### config.mk
export PLATFORM = sky130hd
export DESIGN_NAME = regfile_wb_arbiter
export DESIGN_NICKNAME = d
export VERILOG_FILES = /design/src/rtl/regfile_wb_arbiter.sv
export SDC_FILE = /design/constraint.sdc
export NUM_CORES = 1
export LEC_CHECK = 0
export CORE_AREA = 8 8 116 118
export DETAILED_ROUTE_END_ITERATION = 8
export DIE_AREA = 0 0 124 126
export HOLD_SLACK_MARGIN = 0.05
export PLACE_DENSITY = 0.8
export SETUP_SLACK_MARGIN = 0.15
export SLEW_MARGIN = 20
export SYNTH_ARGS = -nofsm -noshare
export SYNTH_HDL_FRONTEND = slang
export SYNTH_SLANG_ARGS = --single-unit
### constraint.sdc
create_clock -name clk -period 3.08 [get_ports clk]
set_input_delay 0.924 -clock clk [delete_from_list [all_inputs] [get_ports clk]]
set_output_delay 0.924 -clock clk [all_outputs]
set_load 0.02 [all_outputs]
### src/rtl/regfile_wb_arbiter.sv
// Round-robin arbiter that shares the register-file write port between N_REQ write-back sources.
// Optional in-flight destination scoreboard enabled by defining WB_SCOREBOARD_EN.
module regfile_wb_arbiter #(
   parameter int unsigned N_REQ = 3,
   parameter int unsigned XLEN  = 64,
   parameter int unsigned AW    = 5
) (
   input  logic                  clk,
   input  logic                  rst,
   input  logic                  stall,
   input  logic [N_REQ-1:0]      req_valid,
   output logic [N_REQ-1:0]      req_ready,
   input  logic [N_REQ*AW-1:0]   req_addr,
   input  logic [N_REQ*XLEN-1:0] req_data,
   output logic                  rf_we,
   output logic [AW-1:0]         rf_wa,
   output logic [XLEN-1:0]       rf_wd
`ifdef WB_SCOREBOARD_EN
   ,
   input  logic                  alloc_valid,
   input  logic [AW-1:0]         alloc_addr,
   output logic [31:0]           busy
`endif
);

   localparam int unsigned PW = (N_REQ > 1) ? $clog2(N_REQ) : 1;

   logic [PW-1:0]    rr_ptr_q, rr_ptr_d;
   logic             rf_we_q, rf_we_d;
   logic [AW-1:0]    rf_wa_q, rf_wa_d;
   logic [XLEN-1:0]  rf_wd_q, rf_wd_d;

   logic             found;
   logic [PW-1:0]    gnt_idx;
   int unsigned      scan_idx;
   logic             xfer;
   logic [N_REQ-1:0] ready_c;
   logic [AW-1:0]    sel_addr;
   logic [XLEN-1:0]  sel_data;

   // Scan requesters starting at the round-robin pointer; first valid one wins.
   always_comb begin
      found    = 1'b0;
      gnt_idx  = '0;
      scan_idx = 0;
      for (int unsigned k = 0; k < N_REQ; k++) begin
         scan_idx = 32'(rr_ptr_q) + k;
         if (scan_idx >= N_REQ) scan_idx = scan_idx - N_REQ;
         if (!found && req_valid[PW'(scan_idx)]) begin
            found   = 1'b1;
            gnt_idx = PW'(scan_idx);
         end
      end
   end

   // Grant is withheld during stall and reset, so a transfer is simply a qualified grant.
   assign xfer = found && !stall && !rst;

   always_comb begin
      ready_c  = '0;
      sel_addr = '0;
      sel_data = '0;
      for (int unsigned k = 0; k < N_REQ; k++) begin
         ready_c[k] = xfer && (PW'(k) == gnt_idx);
         if (PW'(k) == gnt_idx) begin
            sel_addr = req_addr[k*AW +: AW];
            sel_data = req_data[k*XLEN +: XLEN];
         end
      end
   end

   assign req_ready = ready_c;

   // Next-state for pointer and output stage; x0 writes are consumed but never enable the port.
   always_comb begin
      rr_ptr_d = rr_ptr_q;
      rf_we_d  = 1'b0;
      rf_wa_d  = rf_wa_q;
      rf_wd_d  = rf_wd_q;
      if (xfer) begin
         rr_ptr_d = (gnt_idx == PW'(N_REQ - 1)) ? '0 : gnt_idx + PW'(1);
         rf_we_d  = (sel_addr != '0);
         rf_wa_d  = sel_addr;
         rf_wd_d  = sel_data;
      end
   end

   always_ff @(posedge clk) begin
      if (rst) begin
         rr_ptr_q <= '0;
         rf_we_q  <= 1'b0;
         rf_wa_q  <= '0;
         rf_wd_q  <= '0;
      end else begin
         rr_ptr_q <= rr_ptr_d;
         rf_we_q  <= rf_we_d;
         rf_wa_q  <= rf_wa_d;
         rf_wd_q  <= rf_wd_d;
      end
   end

   assign rf_we = rf_we_q;
   assign rf_wa = rf_wa_q;
   assign rf_wd = rf_wd_q;

`ifdef WB_SCOREBOARD_EN
   logic [31:0] busy_q, busy_d;

   // Clear on landing write first so a same-cycle allocation of that register wins.
   always_comb begin
      busy_d = busy_q;
      if (rf_we_q) busy_d[rf_wa_q] = 1'b0;
      if (alloc_valid && (alloc_addr != '0)) busy_d[alloc_addr] = 1'b1;
      busy_d[0] = 1'b0;
   end

   always_ff @(posedge clk) begin
      if (rst) busy_q <= '0;
      else     busy_q <= busy_d;
   end

   assign busy = busy_q;
`endif

endmodule

==> metrics.md <==
| Metric | Value |
|---|---|
| Status | finished clean |
| CP most frequent cell | buf_4 |
| Unrepaired setup endpoints after global routing | yes |
| EDFF count, synth | 0 |
| MaxCap Viol Count | 0 |
| Post-DP HPWL | 13900 um |
| NumNets Final | 1013 |
| WL/cell | between 15 and 20 um |
| Sequential cell area fraction in the yosys report | 36.1% |
| Critical path's largest stage delay | 0.22 ns |
| Minimum clock period | just under 3 ns |
| Cells after Synth | 506 |
| Mux contribution to synthesized area | 0.251% |
| Max rail drop VDD | 0.299 mV |
| Placed Area | 0.00718 sq mm |
| Initial Util | 34.1% |
| Worst-Skew Late Latency | ~0.33 ns |
| WHS | between 0.4 and 0.5 ns |
| Endpoints failing setup | 0 |
| Reg area | between 0.001 and 0.0015 sq mm |
| Avg Cell Area, Syn | 7.89 sq um |
| Iteration count of the initial detailed-routing pass | 5 |
| Multi-input combinational cell area | 0.00246 sq mm |
| Total GRT Usage | 22.7% |
| Root buf cell | clkbuf_16 |
| Main synth FF type | dfxtp_1 |
| DRC | 0 |
| Fill cells | 943 |
| Share of the synthesized area in the top cell type | 36.1% |
| Die Width | 124 um |
| Crit path max fanout | 3 |
| CP Launch Type | primary input |
| Final hold vios | 0 |
| Vias/cell | 5.44 |
| Synthesized flop and latch total | 72 |
| Fmax | ~0.34 GHz |
| Via count | 5153 |
| Drt total wl | 18600 um |
| Die H | 126 um |
| TritonCTS clock tree | done |
| Routed Antenna Nets | 0 |
| Post-route design area | 0.00772 sq mm |
| Synth Warn # | 0 |
| Rows | 40 |
| DIE AREA | approximately 0.016 sq mm |
| H-tree depth | 3 |
| Placer Congestion | around 0.81 |
| Leak | 2.87 nW |
| Worst clock skew | 0.00815 ns |
| Slowest stage cell on the critical path | a21o_1 |
| Ant. Diodes | 0 |
| Netlist cell types | 42 |
| Simple-Gate Fraction of Synth Area | between 20 and 30% |
| Final period util | roughly 97% |
| Critical Path End Type | primary output |
| Crit path arrival time | 2.06 ns |
| Core area | around 0.012 sq mm |
| 1st-iter DRT viols | 230 |
| Total grt overflow | 0 |
| Post-Synth XOR/XNOR Area | 0% |
| FFs w/ async S/R, synth | 0% |
| Synth Area in Compound Gates | 27.9% |
| Worst Tran Pin Value | 0.813 ns |
| Vias in the first global route | 5511 |
| Largest family of logic cells by synthesized area | compound AO/OA/AOI/OAI gates |
| Critical Path, Cell by Cell | buf_2 > buf_4 > inv_1 > buf_4 > o21ai_2 > a21o_1 > nor2_4 > buf_6 |
| Share of layout cells above drive strength 1 | 12.5% |
| Area growth, synth to finish | 93.5% |
| CP Data Required Time | about 2.2 ns |
| Top Ports | approximately 290 |
| Slew HR | 45.8% |
| CTS sink cnt | 72 |
| Initial antenna violation count | 1 |
| Synth Area in Adders | between 1 and 1.5% |
| Port bufs | around 290 |
| Pwr Density | 673 mW/mm^2 |
| CTS clk-pin slew, worst paths | 0.06 ns |
| CP Class | primary input to primary output |
| Synthesized area | 0.00399 sq mm |
| Total power | 5.20 mW |
| Largest net degree at the start of global routing | 84 |
| CTS Buffer Depth | 2 |
| Synth top area cells | dfxtp_1 (36%), a211oi_1 (9.4%), a221oi_1 (8.3%), nand2_1 (7.3%), nor2_1 (7.3%) |
| First-pass GRT wire length | 28300 um |
| Largest area contributor in the netlist | dfxtp_1 |
| Hold WC Path Type | flip-flop to flip-flop |
| Mapped Nets | 723 |
| Final Max Tran Viols | 0 |
| CTS buffer count | 9 |
-- report_power, final --
part           internal [mW]  switching, mW
Clock                  0.814          0.400
Combinational           1.31           1.39
Sequential              1.16          0.125
Total                   3.28           1.92
-- registers in the layout, summed over array words and instances (netlist names) --
signal and flops:
rf_wd 64, rf_we 1, rr_ptr_q 2, rf_wa 5
-- worst max-delay path, delay by kind of cell --
family	cells	cell delay [ns]
and+or+nand+nor	1	0.15
buffers and inverters	5	0.68
AOI/OAI and AO/OA	2	0.30
-- path summary, 6_finish.rpt --
path                            endpoint  slack (ns)                startpoint  cells past startpoint
setup / recovery            req_ready[2]         0.1              req_valid[1]                      8
hold / removal     rf_wa[2]$_SDFFE_PP0P_        0.46     rf_wa[2]$_SDFFE_PP0P_                      2
setup reg to reg  rf_wd[52]$_SDFFE_PP0P_        0.34  rr_ptr_q[1]$_SDFFE_PP0P_                     13
hold reg to reg    rf_wa[2]$_SDFFE_PP0P_        0.46     rf_wa[2]$_SDFFE_PP0P_                      2
-- metrics by stage --
stage          TNS (ns)  setup slack [ns]  instances  util (%)
2_1_floorplan         0             0.154        506         -
3_3_place_gp     -28.25            -0.837        925      61.3
3_5_place_dp     -35.89            -0.862        925      61.3
4_1_cts               0            0.0980        946      65.3
5_1_grt               0            0.0285        948      66.0
6_report              0            0.0957        948      66.0
-- layout by cell type, fill, tap and decap left out, types with 3 or more instances in the layout --
| cell | Yosys | routed |
|---|---|---|
| ha_4 | 0 | 3 |
| buf_2 | 15 | 4 |
| nand3b_1 | 29 | 29 |
| nand2_1 | 78 | 76 |
| buf_12 | 0 | 5 |
| inv_1 | 8 | 6 |
| dfxtp_1 | 72 | 70 |
| a211oi_1 | 50 | 50 |
| buf_6 | 4 | 8 |
| a221oi_1 | 38 | 38 |
| bufinv_16 | 0 | 3 |
| nor2_1 | 78 | 74 |
| o31ai_1 | 17 | 17 |
| o41ai_1 | 12 | 12 |
| a21oi_1 | 6 | 3 |
| buf_4 | 1 | 35 |
| nor3b_1 | 10 | 10 |
| clkbuf_16 | 0 | 9 |
| and3_1 | 18 | 17 |
| o21ai_2 | 0 | 3 |
| clkdlybuf4s50_1 | 0 | 277 |
-- what timing repair did --
item / 4_1_cts / 5_1_grt
endpoints found under the setup margin: 74 / 35
hold buffers: 0 / 0
buffers inserted: 5 / 2
pin swaps: 6 / 5
resized for setup: 58 / 13
-- per-layer routing --
layer,vias to the layer above,part of all wire (%),GRT usage (%)
li1,2444,-,-
met1,2390,37,23.6
met2,288,49,39.9
met3,29,12,9.43
met4,2,2.0,7.70
met5,-,0.065,0
-- area by class of cell --
type / count / share of cell area, %
clock buffers: 11 / 3.14
multi-input cells: 375 / 31.8
repair buffers: 330 / 42.1
well taps: 147 / 2.38
clock inverters: 5 / 1.34
flip-flops and latches: 72 / 18.8
inverters: 8 / 0.421
-- cells in the mapped netlist, types with 2 or more instances --
library cell / instances
a2111o_1: 2
a211o_1: 2
a211oi_1: 50
a21oi_1: 6
a221oi_1: 38
and3_1: 18
buf_1: 3
buf_2: 15
buf_6: 4
clkbuf_1: 28
dfxtp_1: 72
ha_1: 4
inv_1: 8
nand2_1: 78
nand2b_1: 3
nand3b_1: 29
nor2_1: 78
nor2b_1: 3
nor3_1: 3
nor3b_1: 10
nor4_1: 2
o21ai_0: 2
o21ai_1: 2
o31ai_1: 17
o41ai_1: 12
-- logic make-up (layout without fill, tap and decap cells) --
| family | Yosys count | after routing |
|---|---|---|
| multiplexers | 1 | 1 |
| AND/OR/NAND/NOR | 230 | 230 |
| adder cells (fa/ha/maj) | 4 | 4 |
| flip-flops | 72 | 72 |
| buffers and inverters | 59 | 354 |
| AO/OA/AOI/OAI | 140 | 140 |
Note: power is estimated with default switching activity, not from simulation.
